[src/rtl/key_event_ctrl.sv]
// Key press classifier: turns the debounced, active-low key level into held
// short/long press requests with an ack handshake and a sticky overrun flag.
module key_event_ctrl #(
    parameter int unsigned LONG_CYCLES = 1000,
    parameter int unsigned CNT_WIDTH   = 16
) (
    input  logic clk,
    input  logic reset,
    input  logic key_n,
    input  logic ack,
    output logic short_req,
    output logic long_req,
    output logic pressed,
    output logic overrun
);

    typedef enum logic [1:0] {
        S_WAIT_RELEASE,
        S_IDLE,
        S_HOLD,
        S_LONG
    } state_e;

    localparam logic [CNT_WIDTH-1:0] CNT_LAST = CNT_WIDTH'(LONG_CYCLES - 1);
    localparam logic [CNT_WIDTH-1:0] CNT_ONE  = CNT_WIDTH'(1);

    state_e               state_q, state_d;
    logic [CNT_WIDTH-1:0] cnt_q, cnt_d;
    logic                 short_req_q, short_req_d;
    logic                 long_req_q, long_req_d;
    logic                 pressed_q, pressed_d;
    logic                 overrun_q, overrun_d;
    logic                 short_ev;
    logic                 long_ev;
    logic                 pending;
    logic                 pending_after_ack;

    always_ff @(posedge clk or posedge reset) begin
        if (reset) begin
            state_q     <= S_WAIT_RELEASE;
            cnt_q       <= '0;
            short_req_q <= 1'b0;
            long_req_q  <= 1'b0;
            pressed_q   <= 1'b0;
            overrun_q   <= 1'b0;
        end else begin
            state_q     <= state_d;
            cnt_q       <= cnt_d;
            short_req_q <= short_req_d;
            long_req_q  <= long_req_d;
            pressed_q   <= pressed_d;
            overrun_q   <= overrun_d;
        end
    end

    always_comb begin
        state_d           = state_q;
        cnt_d             = cnt_q;
        short_ev          = 1'b0;
        long_ev           = 1'b0;
        short_req_d       = short_req_q;
        long_req_d        = long_req_q;
        overrun_d         = overrun_q;
        pending           = short_req_q | long_req_q;
        pending_after_ack = pending & ~ack;

        case (state_q)
            S_WAIT_RELEASE: begin
                if (key_n) state_d = S_IDLE;
            end
            S_IDLE: begin
                if (!key_n) begin
                    state_d = S_HOLD;
                    cnt_d   = CNT_ONE;
                end
            end
            S_HOLD: begin
                if (key_n) begin
                    state_d  = S_IDLE;
                    short_ev = 1'b1;
                end else if (cnt_q == CNT_LAST) begin
                    state_d = S_LONG;
                    long_ev = 1'b1;
                end else begin
                    cnt_d = cnt_q + CNT_ONE;
                end
            end
            S_LONG: begin
                if (key_n) state_d = S_IDLE;
            end
            default: state_d = S_WAIT_RELEASE;
        endcase

        // Ack is applied first so an event on the same edge lands without a gap.
        if (ack && pending) begin
            short_req_d = 1'b0;
            long_req_d  = 1'b0;
            overrun_d   = 1'b0;
        end
        if (short_ev || long_ev) begin
            if (!pending_after_ack) begin
                short_req_d = short_ev;
                long_req_d  = long_ev;
            end else begin
                overrun_d = 1'b1;
            end
        end

        pressed_d = (state_d == S_HOLD) || (state_d == S_LONG);
    end

    assign short_req = short_req_q;
    assign long_req  = long_req_q;
    assign pressed   = pressed_q;
    assign overrun   = overrun_q;

endmodule

[config.mk]
export PLATFORM = sky130hd
export DESIGN_NAME = key_event_ctrl
export DESIGN_NICKNAME = d
export VERILOG_FILES = /design/src/rtl/key_event_ctrl.sv
export SDC_FILE = /design/constraint.sdc
export NUM_CORES = 1
export LEC_CHECK = 0
export BUFFER_PORTS_ARGS = -buffer_cell sky130_fd_sc_hd__buf_2
export CORE_AREA = 2 2 54 56
export CTS_CLUSTER_SIZE = 20
export DETAILED_ROUTE_END_ITERATION = 7
export DIE_AREA = 0 0 56 58
export PLACE_DENSITY = 0.77
export SYNTH_ARGS = -nofsm -noshare
export SYNTH_HDL_FRONTEND = slang
export SYNTH_SLANG_ARGS = --single-unit
[constraint.sdc]
create_clock -name clk -period 5.6 [get_ports clk]
set_clock_uncertainty 0.15 [all_clocks]
set_input_delay 0 -clock clk [delete_from_list [all_inputs] [get_ports clk]]
set_output_delay 0 -clock clk [all_outputs]
set_load 0.01 [all_outputs]
* After elaboration in Yosys (flattened, before gate mapping) *
Cells that the tools add are included.

cells by class
  $add $sub $neg = 1
  multipliers = 0
  divide/modulo/power cells = 0
  magnitude comparators = 0
  equality and inequality tests = 9
  shifts and indexed selects = 0
  multiplexer cells = 23
  bitwise operators = 3
  reduce and logical (&&, ||, !) cells = 7

operators with widths
  operator                 number
  $mux W16                 3
  $pmux W16 S2             1
  $add A16 B1 Y16 const B  1
  $eq A16 B10 Y1 const B   1
  $mux W1                  14
  $eq A2 B2 Y1 const B     4
  $mux W2                  4
  $ne A2 B2 Y1 const B     3
  $pmux W2 S3              1
  $reduce_and A4 Y1        1
  $eq A2 B1 Y1 const B     1
  $logic_not A2 Y1         1
  $logic_or A1 B1 Y1       2
  $reduce_bool A2 Y1       1
  $reduce_or A2 Y1         1
  $and A1 B1 Y1            1
  $logic_and A1 B1 Y1      1
  $not A1 Y1               1
  $or A1 B1 Y1             1

word-level totals
  bits in registers = 22
  bits in latches = 0
  bits in writable memories = 0
  memory bits (read-only) = 0
  bits of input ports = 4
  output and inout bits = 4
  logic and storage cells = 49
  memories = 0

* Logic depth before layout (Yosys ltp) *
  word-level depth = 6
  depth in mapped cells = 7
  mapped depth without buffers = 6

* Least setup slack after synthesis *
Ideal clock, no wire load.

  path type = register -> register
  from = register state_q[0]
  to = register cnt_q[2]
  arrival = 1,554 ps
  slack = 3,775 ps
  cell stages (with the launch flop) = 8
  buffers on the path = 1
  cell sequence = dfrtp_1 -> inv_1 -> ha_1 -> buf_6 -> and4b_1 -> a41oi_2 -> o21ai_0 -> a22o_1

between the ends
  cells in the longest elaborated chain, start to end = 3
  elaborated cells between the ends (all ways) = 8
  those cells by class = eq/ne: 5; mux: 1; reduce/logical: 2

ends and longest elaborated chain
  element                                                       line  source
  from (decl)                                                   27    state_e state_q, state_d;
  from (signal assigned)                                        47    state_q <= state_d;
  $eq A2 B2 Y1 or $eq A2 B1 Y1 (tied branches)                  67    case (state_q)
  $ne A2 B2 Y1 (no line) or $reduce_bool A2 Y1 (tied branches)  n/a
  $reduce_and A4 Y1 (no line)                                   n/a
  to (signal assigned)                                          48    cnt_q <= cnt_d;
  to (decl)                                                     28    logic [CNT_WIDTH-1:0] cnt_q, cnt_d;

Parallel ways exist; a longest one is shown, timed or not.
A chain may end at the register's enable or synchronous reset.

* Worst setup path after layout *
  from = register state_q[0]
  to = register overrun_q (netlist: overrun)

between the ends
  cells in the longest elaborated chain, start to end = 4
  elaborated cells between the ends (all ways) = 5
  those cells by class = eq/ne: 1; mux: 3; reduce/logical: 1

ends and longest elaborated chain
  element                 line  source
  $eq A2 B2 Y1 (*)        67
  $mux W1                 67
  $logic_or A1 B1 Y1 (*)  100   if (short_ev || long_ev) begin
  $mux W1 (*)             100
  net overrun_d           32    logic overrun_q, overrun_d;
  to (signal assigned)    52    overrun_q <= overrun_d;
  to (decl)               32

Mark *: on every way through the listed nets, which the timed path passes. The rest lies on a longest branch.

==> run summary <==
The flow ran to the end, and the final reports show no timing, DRC or antenna violations. The placed wire-length estimate was 2160 um; the worst stage delay on the critical path was 750 ps. The count of max-cap constraint violations was 0; the total routed wirelength was 3250 um. Setup repair after global routing left no endpoint under its margin. Using the TritonRoute via totals, the vias-per-cell ratio works out to 7.06. The number of clock buffers added by TritonCTS is 3. The tools report the core box area as 2660 um2. Counting every net in the synthesized netlist gives 150. The logs give 1380 um2 for the cell area after synthesis and 1263 for the via count of the routed design. The multi-input combinational cells in the finished layout cover a total of 736 um2. STA puts the critical path data required time at 5710 ps.

The clock passes through at most 2 buffers. The top flip-flop cell by instance count after synthesis was sky130_fd_sc_hd__dfrtp_1. For the fmax, the log shows 0.343 GHz. The run gives 0 as the hold violation count in the final report. Yosys attributes the largest share of cell area to sky130_fd_sc_hd__dfrtp_1 40%, sky130_fd_sc_hd__nand3_1 4.0%, sky130_fd_sc_hd__o31ai_1 3.8%, sky130_fd_sc_hd__o21ai_0 3.3%, sky130_fd_sc_hd__nand4_1 3.2%. Setup slack of the most critical reg-to-reg path: 2690 ps. Cell type of the slowest stage on the worst timing path: sky130_fd_sc_hd__ha_1.

The setup slack after layout is 2690 ps. Measured along the y axis, the die boundary spans 58 um. Count of distinct cell types in the synthesized netlist: 48.

In the post-synthesis netlist, the cell with the most instances is sky130_fd_sc_hd__dfrtp_1. The die is 56 um wide. The port buffer count came out at 7.

In this run the critical register-to-register path is launched from state_q[0]$_DFF_PP0_. The share of total power dissipated in the clock network is 23.9%. The run gives 1 as the H-tree depth reported by CTS.

The gate count after technology mapping was 143. STA classifies the critical path endpoint as a register. The fraction of post-synthesis cell area in the top cell type by area is 40.0%.

After global routing the overflow that remains totals 0. The max-slew violation count is 0, and the synthesized-area fraction occupied by xor and xnor cells is 0%. Combinational logic is responsible for 31.4% of the overall power. The repair_antennas step left the layout with diodes totalling 0. The worst path uses 52.0% of the clock period.

The worst-skew pair later-pin latency was 320 ps. Summed over all instances, the cell type with the most area after synthesis is sky130_fd_sc_hd__dfrtp_1. OpenSTA, run right after detailed placement, puts the worst setup slack at 3090 ps. Slew of the pin with the lowest slew margin: 897 ps. Multiplexer cells account for 1.91% of the synthesized area.

Setup violations remaining at the end of the flow were counted as 0. Yosys printed 0 warnings. Dividing total power by cell area gives a power density of 348 nW/um2. The proportion of total power due to net switching came out at 37.0%.

Averaged over all synthesized cells, the footprint is 9.62 um2. In this run the post-CTS setup repair buffer count came out at 0. The critical path in this run is classified as reg2reg. Counting flops with a built-in enable in the synthesized netlist gives 0.

After the last flow step, the layout net total stands at 156. The first detailed-routing pass ran for 4 iterations. Counting flops with an async set or reset pin after synthesis yields a share of 100%.

The clock drives 22 sinks. Final antenna-violating net count: 0. Dividing the detail-routed wire length by the instance count gives 18.2 um. The compound-gate portion of the synthesized area works out to 23.6%. Of the synthesized area, sequential elements account for 40.0%. The fraction of the mapped netlist area in adder cells is 2.73%. The cell-internal power is 323 uW. Of the total synthesized cell area, the portion taken by AND, OR, NAND and NOR gates is 25.3%.

For the worst setup path, the data arrival time is 3020 ps. For the initial antenna violation count, the log shows 0. Path type of the worst min-delay path: in2async. After routing, the total negative slack on setup checks comes to 0 ps. The count of pins on the block boundary is 8. TritonCTS built the clock tree. For the count of routing violations after the opening detailed-route iteration, the log shows 103. For the global placer's final weighted congestion, the log shows 0.968.

In this run the critical register-to-register path is captured at overrun$_DFF_PP0_. The maximum number of pins on one net before global-route repair came out at 28. The fill cell total of the finished layout came out at 222. In the final layout, the share of cells above drive strength 1 is 15.5%.

In this run the clock root is driven by a sky130_fd_sc_hd__clkbuf_4. Combinational family with the most area after synthesis: simple AND/OR/NAND/NOR gates. For this run, design rule violations remaining after detail routing come to 0. The worst reg-to-reg path cell count is 7.

In this run, flip-flops and latches consume 44.7% of the power. The number of gates resized after CTS was 0. The clock-pin transition on the worst setup and hold timing paths is 130 ps, and the number of storage elements in the synthesis netlist is 22. Global routing consumed, over all layers together, 22.1% of the routing resources. Via count of the first global-routing pass: 1172. The analysis attributes to net switching a power of 190 uW.

Traced cell by cell, the critical path runs through inv_1, ha_1, and4bb_2, nand4_1, or2_1, a21oi_1, dlygate4sd3_1. The die covers 3250 um2. The maximum fanout count along the critical path came out at 27. For this configuration, the core starts out at a cell density of 51.6%. The area taken by flip-flops and latches is 551 um2, and the number of buffers inserted by hold repair at cts is 4. The worst setup path is launched from a register. Relative to the synthesized area, the layout overhead comes to 7.01%.

The first global-routing pass estimated 5600 um of wire. The final critical-path required period came out at 2910 ps. The maximum ir drop on the vdd rail was 0.212 mV.

After synthesis, the most frequently instantiated cells are 22 x sky130_fd_sc_hd__dfrtp_1, 11 x sky130_fd_sc_hd__nand3_1, 10 x sky130_fd_sc_hd__nand2_1. Headroom to the max-slew limit: 40.2%. Summed over all cells, the static leakage comes to 0.000610 uW. After floorplanning, the core was divided into 19 placement rows.
worst max-delay path: cells and delay by family (launching register included):
kind / cells / cell delay [ps]
compound gates: 1 / 130
flops: 1 / 420
buf+inv: 2 / 660
simple gates: 3 / 740
fa+ha+maj: 1 / 750
metal layers:
layer  vias up  wire (um)  GRT usage, %
li1        569          -             -
met4         0        131          13.9
met3        18        219          4.46
met5         -          0             0
met1       615       1400          29.6
met2        61       1500          32.9
stage by stage:
stage          instance area [um2]  instances  hold slack [ps]  util, %  total power, uW
2_1_floorplan                 1380        143             -161        -              353
3_3_place_gp                  1380        171             43.3     51.8              374
3_5_place_dp                  1380        171             48.4     51.8              385
4_1_cts                       1470        179              237     55.3              510
5_1_grt                       1470        179              298     55.3              546
6_report                      1470        179              215     55.3              512
how the worst max path moves through the flow:
stage	start	to	slack, ps	cells past startpoint
global placement	state_q[0]$_DFF_PP0_	cnt_q[6]$_DFFE_PP0P_	3250	6
CTS	state_q[0]$_DFF_PP0_	overrun$_DFF_PP0_	2730	7
global route	state_q[0]$_DFF_PP0_	overrun$_DFF_PP0_	2450	7
floorplan	state_q[0]$_DFF_PP0_	cnt_q[2]$_DFFE_PP0P_	3780	7
detailed placement	state_q[0]$_DFF_PP0_	cnt_q[6]$_DFFE_PP0P_	3090	6
finish	state_q[0]$_DFF_PP0_	overrun$_DFF_PP0_	2690	7
cell usage in the layout (no fill, tap or decap), types with 2 or more instances in the layout:
cell / count
sky130_fd_sc_hd__nand3_1: 11
sky130_fd_sc_hd__and3_1: 3
sky130_fd_sc_hd__o21ai_0: 9
sky130_fd_sc_hd__nand2_1: 10
sky130_fd_sc_hd__o31ai_1: 7
sky130_fd_sc_hd__and4bb_2: 3
sky130_fd_sc_hd__nand4_1: 7
sky130_fd_sc_hd__ha_1: 3
sky130_fd_sc_hd__buf_2: 7
sky130_fd_sc_hd__nor4_1: 4
sky130_fd_sc_hd__a21boi_0: 2
sky130_fd_sc_hd__and4b_1: 2
sky130_fd_sc_hd__clkbuf_4: 3
sky130_fd_sc_hd__o311ai_0: 2
sky130_fd_sc_hd__a22o_1: 2
sky130_fd_sc_hd__a21oi_1: 3
sky130_fd_sc_hd__a221o_1: 2
sky130_fd_sc_hd__a31oi_1: 6
sky130_fd_sc_hd__nor2_1: 7
sky130_fd_sc_hd__inv_1: 5
sky130_fd_sc_hd__dlygate4sd3_1: 4
sky130_fd_sc_hd__dfrtp_1: 22
registers in the layout, summed over array words and instances (netlist names):
register   count
short_req      1
state_q        2
pressed        1
long_req       1
overrun        1
cnt_q         16
cell families (layout without fill, tap and decap cells):
kind of cell | count (synthesis) | after routing
buffers and inverters | 15 | 20
adders and majority gates | 3 | 3
AOI/OAI and AO/OA | 44 | 44
DFF | 22 | 22
and+or+nand+nor | 57 | 57
muxes | 2 | 2
area by class of cell:
class | count | area share (%)
Clock inverter | 1 | 2.04
Timing Repair Buffer | 11 | 5.10
Clock buffer | 3 | 1.53
Inverter | 5 | 1.28
Tap cell | 31 | 2.64
Multi-Input combinational cell | 106 | 50.0
Sequential cell | 22 | 37.4
power groups by stage:
stage                     logic, uW  clock network, uW  registers (uW)
after CTS                       158                126             226
final                           161                122             229
after global placement          147                  0             227
after global routing            183                131             232
after floorplan                 139                  0             215
after detailed placement        155                  0             230
Note: power is estimated with default switching activity, not from simulation.
